`config.mk`:
```
export PLATFORM = sky130hd
export DESIGN_NAME = switch_input_reader
export DESIGN_NICKNAME = d
export VERILOG_FILES = /design/src/rtl/tt_io_pkg.sv /design/src/rtl/sync_debounce.sv /design/src/rtl/switch_input_reader.sv
export SDC_FILE = /design/constraint.sdc
export NUM_CORES = 1
export LEC_CHECK = 0
export ABC_AREA = 1
export BUFFER_PORTS_ARGS = -buffer_cell sky130_fd_sc_hd__buf_2
export CORE_MARGIN = 4
export CORE_UTILIZATION = 45
export CTS_BUF_LIST = sky130_fd_sc_hd__clkbuf_8
export DETAILED_ROUTE_END_ITERATION = 8
export GPL_ROUTABILITY_DRIVEN = 0
export GPL_TIMING_DRIVEN = 0
export PLACE_DENSITY = 0.64
export SLEW_MARGIN = 10
export SYNTH_ARGS = -nofsm -noshare
export SYNTH_HDL_FRONTEND = slang
export SYNTH_HIERARCHICAL = 1
export SYNTH_SLANG_ARGS = --single-unit
```
`constraint.sdc`:
```
create_clock -name clk -period 1.45 [get_ports clk]
set_input_delay 0.145 -clock clk [delete_from_list [all_inputs] [get_ports clk]]
set_output_delay 0.145 -clock clk [all_outputs]
set_load 0.02 [all_outputs]
```
`src/rtl/tt_io_pkg.sv`:
```
// Shared constants and FSM encoding for the switch/button command input path.
package tt_io_pkg;

  localparam int unsigned DEFAULT_DEBOUNCE = 50_000;
  localparam int unsigned CMD_W            = 8;

  typedef enum logic [1:0] {
    WAIT_OP  = 2'd0,
    WAIT_ARG = 2'd1,
    FULL     = 2'd2
  } state_t;

endpackage

```
`src/rtl/sync_debounce.sv`:
```
// Two-flop synchronizer followed by a vector-wide debounce: the whole vector
// must differ from the accepted value for DEBOUNCE_CYCLES cycles to update it.
module sync_debounce #(
  parameter int unsigned WIDTH           = 8,
  parameter int unsigned DEBOUNCE_CYCLES = 50_000,
  parameter int unsigned CNT_W           = 16
) (
  input  logic             clk,
  input  logic             rst_n,
  input  logic [WIDTH-1:0] raw,
  output logic [WIDTH-1:0] db
);

  localparam logic [CNT_W-1:0] LAST = CNT_W'(DEBOUNCE_CYCLES - 1);

  logic [WIDTH-1:0] sync1;
  logic [WIDTH-1:0] sync2;
  logic [CNT_W-1:0] cnt;

  always_ff @(posedge clk or negedge rst_n) begin
    if (!rst_n) begin
      sync1 <= '0;
      sync2 <= '0;
    end else begin
      sync1 <= raw;
      sync2 <= sync1;
    end
  end

  // Counter clears on the accepting cycle, so it never exceeds LAST.
  always_ff @(posedge clk or negedge rst_n) begin
    if (!rst_n) begin
      db  <= '0;
      cnt <= '0;
    end else if (sync2 != db) begin
      if (cnt == LAST) begin
        db  <= sync2;
        cnt <= '0;
      end else begin
        cnt <= cnt + CNT_W'(1);
      end
    end else begin
      cnt <= '0;
    end
  end

endmodule

```
`src/rtl/switch_input_reader.sv`:
```
// Turns debounced switches plus a load button into (opcode, operand) commands
// delivered over valid/ready, with a phase indicator and sticky overrun flag.
module switch_input_reader
  import tt_io_pkg::*;
#(
  parameter int unsigned DEBOUNCE_CYCLES = DEFAULT_DEBOUNCE,
  parameter int unsigned CNT_W           = 16
) (
  input  logic             clk,
  input  logic             rst_n,
  input  logic             ena,
  input  logic [CMD_W-1:0] sw_raw,
  input  logic             btn_raw,
  input  logic             clr_overrun,
  input  logic             out_ready,
  output logic             out_valid,
  output logic [CMD_W-1:0] out_opcode,
  output logic [CMD_W-1:0] out_operand,
  output logic             phase,
  output logic             overrun
);

  logic [CMD_W-1:0] sw_db;
  logic             btn_db;
  logic             btn_db_q;
  logic             press_q;
  logic             take;
  logic             cap_op;
  logic             cap_arg;
  state_t           state;
  state_t           state_n;

  sync_debounce #(
    .WIDTH(CMD_W),
    .DEBOUNCE_CYCLES(DEBOUNCE_CYCLES),
    .CNT_W(CNT_W)
  ) u_sw_db (
    .clk  (clk),
    .rst_n(rst_n),
    .raw  (sw_raw),
    .db   (sw_db)
  );

  sync_debounce #(
    .WIDTH(1),
    .DEBOUNCE_CYCLES(DEBOUNCE_CYCLES),
    .CNT_W(CNT_W)
  ) u_btn_db (
    .clk  (clk),
    .rst_n(rst_n),
    .raw  (btn_raw),
    .db   (btn_db)
  );

  always_ff @(posedge clk or negedge rst_n) begin
    if (!rst_n) begin
      btn_db_q <= 1'b0;
      press_q  <= 1'b0;
    end else begin
      btn_db_q <= btn_db;
      press_q  <= btn_db & ~btn_db_q;
    end
  end

  assign take = press_q & ena;
  // A press landing on the completing handshake starts the next command.
  assign cap_op  = take & ((state == WAIT_OP) | ((state == FULL) & out_ready));
  assign cap_arg = take & (state == WAIT_ARG);

  always_ff @(posedge clk or negedge rst_n) begin
    if (!rst_n) state <= WAIT_OP;
    else        state <= state_n;
  end

  always_comb begin
    state_n = state;
    unique case (state)
      WAIT_OP:  if (take) state_n = WAIT_ARG;
      WAIT_ARG: if (take) state_n = FULL;
      FULL:     if (out_ready) state_n = take ? WAIT_ARG : WAIT_OP;
      default:  state_n = WAIT_OP;
    endcase
  end

  always_comb begin
    out_valid = 1'b0;
    phase     = 1'b0;
    unique case (state)
      WAIT_ARG: phase     = 1'b1;
      FULL:     out_valid = 1'b1;
      default:  ;
    endcase
  end

  always_ff @(posedge clk or negedge rst_n) begin
    if (!rst_n) begin
      out_opcode  <= '0;
      out_operand <= '0;
    end else begin
      if (cap_op)  out_opcode  <= sw_db;
      if (cap_arg) out_operand <= sw_db;
    end
  end

  always_ff @(posedge clk or negedge rst_n) begin
    if (!rst_n)                                         overrun <= 1'b0;
    else if (take && (state == FULL) && !out_ready)     overrun <= 1'b1;
    else if (clr_overrun)                               overrun <= 1'b0;
  end

endmodule

```
==> results.yml, run 1 <==
setup_path:
  worstPathArrival_ps: 1230
  crit_slowest_cell: "dfrtp_1"
  crit_fanout: 10
  path_class: "reg2out"
  end_kind: "primary output"
  critPathRequiredTime_ps: 1310
  startpoint_type: "flop"
  slowest_delay_ps: 430
  crit_chain: "nor2_4 -> buf_6 -> buf_4"
placed_design:
  portBuffers: 32
  dpl.hpwl_um: 4900
floorplan:
  rows: 32
  fp.dieH_um: 98.3
  initial_core_util_pct: 47.0
  ioPinCount: 33
  core_sq_um: 7810
  die-area_sq_um: 9660
  die_w_um: 98.3
drt:
  via_count: 2889
  ant_nets: 0
  routed_wl_um: 7150
  drc: 0
  via_per_inst: 4.83
  first_pass_iters: 4
  drt_iter0_markers: 87
  wl_per_cell_um: 12.0
final_layout:
  diodes: 0
  fill_cells: 735
  drive_gt1_share_pct: 23.0
  final_core_util_pct: 56.6
  fin_nets: 507
  area_growth_pct: 20.5
  layout_commonest_cell: "nand2_1"
  layout_common_cells: "120 x nand2_1, 78 x dfrtp_1, 60 x nor2_1"
cts:
  cts_buffers: 9
  htree_levels: 3
  cts_tree: "done"
  clkTransAtPathRegs_ps: 90
  clockBufferDepth: 2
  cts-root-buf: "clkbuf_8"
  cts_sinks: 80
  clock_latency_ps: 350
timing:
  min_period_ps: 1370
  worst_pin_slew_ps: 331
  clock.fmax_mhz: 730
  skew_ps: 13.0
  slew_headroom_pct: 77.9
  post-route-period-util_pct: 94.5
  rsz0062_at_grt: "no"
  finalMaxSlewViolations: 0
  final-setup-viol-count: 0
  finalHoldViolCount: 0
synthesis:
  synthFlopType: "dfrtp_1"
  ys_seq_area_share_pct: 54.6
  netlist_instances: 424
  synthesis.nets: 440
  async_reset_ff_share_pct: 100
  synth_area_sq_um: 3670
  synth-warning-count: 6
  synth_edf_count: 0
  synth_seq_cells: 80
  syn_avg_cell_area_sq_um: 8.65
  ys_types: 31
power_and_ir_drop:
  vdd_ir_drop_max_v: 0.000499
  finalPower_mw: 4.41
  p_leak_nw: 2.26
  powerDensity_nw_per_um2: 999
global_routing:
  grt_start_max_net_pins: 64
  track_usage_pct: 15.8
  antenna_found_initial: 0
  grt_pass1_vias: 2814
  grt.overflow.total: 0
  grt_pass1_wl_um: 12400
min_path:
  hp-class: "in2reg"
job:
  cap_violations: 0
run_status:
  outcome: "completed"
==> final timing paths <==
kind	startpoint	cells past startpoint	to	slack, ps
worst max-delay path	state[1]	3	phase	80
worst min-delay path	clr_overrun	4	overrun	30
worst max register to register	u_btn_db/cnt[0]	6	u_btn_db/cnt[14]	80
worst min register to register	u_sw_db/sync1[5]	0	u_sw_db/sync2[5]	350
max in group asynchronous	rst_n	3	u_sw_db/db[5]	650
min in group asynchronous	rst_n	2	u_sw_db/cnt[9]	210
==> state kept, by name, summed over array words and instances, names as in the netlist <==
| register | cells |
|---|---|
| press_q | 1 |
| btn_db_q | 1 |
| u_btn_db/sync2 | 1 |
| out_opcode | 8 |
| u_btn_db/cnt | 16 |
| u_btn_db/db | 1 |
| out_operand | 8 |
| u_sw_db/cnt | 16 |
| u_btn_db/sync1 | 1 |
| overrun | 1 |
| u_sw_db/sync2 | 8 |
| state | 2 |
| u_sw_db/db | 8 |
| u_sw_db/sync1 | 8 |
==> synth_stat cells (all sizes together), types with 3 or more instances <==
| master | n | area (sq um) |
|---|---|---|
| nand2 | 133 | 537 |
| dfrtp | 80 | 2000 |
| nor2 | 69 | 297 |
| inv | 48 | 180 |
| nand3 | 45 | 248 |
| nor3 | 10 | 82.6 |
| xor2 | 10 | 95.1 |
| xnor2 | 8 | 70.1 |
| nand4 | 7 | 43.8 |
| o21ai | 3 | 18.8 |
==> worst max-delay path: cells and delay by family, from the launching register on <==
kind / cells / cell delay [ps]
simple gates: 1 / 150
buf+inv: 2 / 280
flops: 1 / 430
==> stage by stage <==
stage               setup TNS, ps  setup WS (ps)  hold slack [ps]  cells  instance area, sq um
floorplan                       0            171             -151    424                  3670
global placement           -29900           -380              253    558                  3960
detailed placement          -32.6          -18.1             44.3    559                  3990
CTS                             0           3.95             7.43    585                  4270
global route                    0           1.58             18.7    598                  4420
finish                          0           79.5             27.3    598                  4420
==> layout make-up <==
class / instances / area [sq um] / area share (%)
Sequential cell: 80 / 2000 / 45.3
Multi-Input combinational cell: 295 / 1520 / 34.4
Timing Repair Buffer: 55 / 383 / 8.66
Inverter: 48 / 183 / 4.13
Tap cell: 102 / 128 / 2.89
Clock buffer: 9 / 124 / 2.80
Clock inverter: 7 / 53.8 / 1.22
Buffer: 2 / 22.5 / 0.509
==> routing by layer <==
layer	vias up	part of all wire (%)	track usage [%]
li1	1456	-	-
met1	1380	48	20.7
met4	0	0.80	6.83
met3	5	4.6	4.14
met2	48	47	24.8
met5	-	0	0
==> what timing repair did <==
| action | in CTS | in global routing |
|---|---|---|
| setup buffers | 0 | 12 |
| endpoints found under the setup margin | 5 | 37 |
| cloned | 0 | 1 |
| endpoints found under the hold margin | 40 | 0 |
| gates resized for setup | 2 | 15 |
| hold buffers | 10 | 0 |
| pin swaps | 1 | 4 |
==> cell families (layout without fill, tap and decap cells) <==
group / count (synthesis) / after routing / synth area share (%)
and+or+nand+nor: 266 / 267 / 33.4
DFF: 80 / 80 / 54.6
buffers and inverters: 50 / 121 / 5.42
xor gates and xnor gates: 18 / 18 / 4.50
AOI/OAI and AO/OA: 8 / 8 / 1.40
adders and majority gates: 2 / 2 / 0.682
==> power by group <==
group	leakage, nW	switching [mW]	internal, mW
clock	0.0827	0.841	0.635
combinational	1.12	0.246	0.211
sequential	1.06	0.127	2.35
(Power assumes the default switching activity.)
==> run 2: changes to the inputs <==
==> constraint.sdc (replaced) <==
create_clock -name clk -period 1.5 [get_ports clk]
set_input_delay 0.15 -clock clk [delete_from_list [all_inputs] [get_ports clk]]
set_output_delay 0.15 -clock clk [all_outputs]
set_load 0.02 [all_outputs]
==> run 2 against run 1 <==
Sequential share of layout area increased by 0.89 points. Sequential power is 4% lower. Total power decreased by 4.8%. Via count down 0.69%. Register-to-register slack hardly changed. Clock power is 4% lower. Final area down 1.9%. Routed wire length is 2.7% lower. Cell count down 1.3%. Setup slack improved by 8.2 ps. Clock-buffer cell count is the same. Critical endpoint is now u_sw_db/cnt[0].
==> results.yml, run 2 (synthesis gave the netlist of run 1 again) <==
timing:
  setup_ws_ps: 87.7
  min_period_ps: 1410
  final-setup-viol-count: 0
  worst_pin_slew_ps: 332
  clock.fmax_mhz: 708
  slew_headroom_pct: 77.9
  finalMaxSlewViolations: 0
  rsz0062_at_grt: "yes"
  skew_ps: 12.5
  finalHoldViolCount: 0
  post-route-period-util_pct: 94.2
floorplan:
  initial_core_util_pct: 47.0
  ioPinCount: 33
  die_w_um: 98.3
  core_sq_um: 7810
  die-area_sq_um: 9660
  fp.dieH_um: 98.3
  rows: 32
final_layout:
  diodes: 0
  final_core_util_pct: 55.5
  top_regs: "u_btn_db/cnt (16), u_sw_db/cnt (16)"
  fin_area_sq_um: 4340
  regArea_sq_um: 2000
  fill_cells: 740
  fin_nets: 499
  multi_input_area_sq_um: 1500
  area_growth_pct: 18.2
  layout_common_cells: "122 x nand2_1, 78 x dfrtp_1, 60 x nor2_1"
  layout_commonest_cell: "nand2_1"
  drive_gt1_share_pct: 21.1
  fin_cells: 590
power_and_ir_drop:
  comb_power_share_pct: 9.2
  finalPower_mw: 4.20
  power.switching_mw: 1.15
  vdd_ir_drop_max_v: 0.000480
  p_sw_share_pct: 27.3
  p_int_mw: 3.05
  p_leak_nw: 2.22
  p_seq_share_pct: 56.8
  powerDensity_nw_per_um2: 969
  clock_power_share_pct: 33.9
setup_path:
  slowest_delay_ps: 380
  startpoint_type: "flop"
  crit_slowest_cell: "dfrtp_1"
  crit_fanout: 7
  ff2ff_path_depth: 8
  r2r_start: "u_sw_db/cnt[0]"
  rr_endpoint: "u_sw_db/cnt[0]"
  reg2reg_slack_ps: 90
  end_kind: "flop"
  crit_chain: "ha_2 -> nand3_4 -> inv_2 -> nand2_1 -> nor2_4 -> inv_1 -> nand2_4 -> nor2_1"
  crit_end: "u_sw_db/cnt[0]"
  path_class: "reg2reg"
  startpoint: "u_sw_db/cnt[0]"
  worstPathArrival_ps: 1650
  critPathRequiredTime_ps: 1730
drt:
  via_count: 2869
  routed_wl_um: 6960
  wl_per_cell_um: 11.8
  drc: 0
  drt_iter0_markers: 67
  via_per_inst: 4.86
  first_pass_iters: 4
  ant_nets: 0
min_path:
  hp-class: "in2reg"
  hold_start: "clr_overrun"
run_status:
  outcome: "completed"
cts:
  htree_levels: 3
  cts_sinks: 80
  clock_latency_ps: 350
  cts_tree: "done"
  cts-root-buf: "clkbuf_8"
  cts_buffers: 9
  clkTransAtPathRegs_ps: 90
  clockBufferDepth: 2
placed_design:
  placed_cell_area_sq_um: 3990
  dp_cells: 559
  portBuffers: 32
  dpl.hpwl_um: 4900
  post-place-ws_ps: 31.9
global_routing:
  grt_start_max_net_pins: 64
  antenna_found_initial: 0
  grt_pass1_vias: 2799
  grt_pass1_wl_um: 12400
  grt.overflow.total: 0
  track_usage_pct: 15.7
job:
  cap_violations: 0
run 2: power groups by stage:
stage / Clock [mW] / Sequential (mW) / Combinational, mW
4_1_cts: 1.50 / 2.39 / 0.390
6_report: 1.42 / 2.39 / 0.389
3_3_place_gp: 0 / 2.43 / 0.352
5_1_grt: 1.59 / 2.40 / 0.448
2_1_floorplan: 0 / 2.41 / 0.257
3_5_place_dp: 0 / 2.43 / 0.367
run 2: cell type report:
class | count | area share (%)
flip-flops and latches | 80 | 46.2
inverters | 48 | 4.21
multi-input cells | 295 | 34.6
clock buffers | 9 | 2.86
plain buffers | 2 | 0.519
well taps | 102 | 2.94
clock inverters | 7 | 1.24
repair buffers | 47 | 7.39
run 2: how the worst min path moves through the flow:
stage               depth (start not counted)  slack (ps)               end
global route                                4          20           overrun
detailed placement                          1          50    u_sw_db/cnt[9]
floorplan                                   0        -150          btn_db_q
CTS                                         4          10           overrun
global placement                            1         260  u_sw_db/sync1[6]
finish                                      4          40           overrun
run 2: per-layer routing:
metal / track usage [%] / wire [um]
met1: 20.5 / 3280
met3: 4.14 / 388
met5: 0 / 0
met2: 24.6 / 3200
met4: 6.83 / 87
run 2: through the flow:
stage | hold slack, ps | TNS, ps
6_report | 35.5 | 0
4_1_cts | 12.4 | 0
2_1_floorplan | -146 | 0
3_5_place_dp | 49.3 | 0
5_1_grt | 23.7 | -8.96
3_3_place_gp | 258 | -26300
run 2: timing repair:
action / 4_1_cts / 5_1_grt
hold buffers: 10 / 0
gates resized for setup: 0 / 11
endpoints found under the hold margin: 26 / 0
setup buffers: 0 / 4
endpoints found under the setup margin: 0 / 32
run 2: critical path, delay by kind of cell, from the launching register on:
family	cells	cell delay [ps]
adder cells (fa/ha/maj)	1	230
buffers and inverters	2	170
flip-flops	1	380
AND/OR/NAND/NOR	5	530
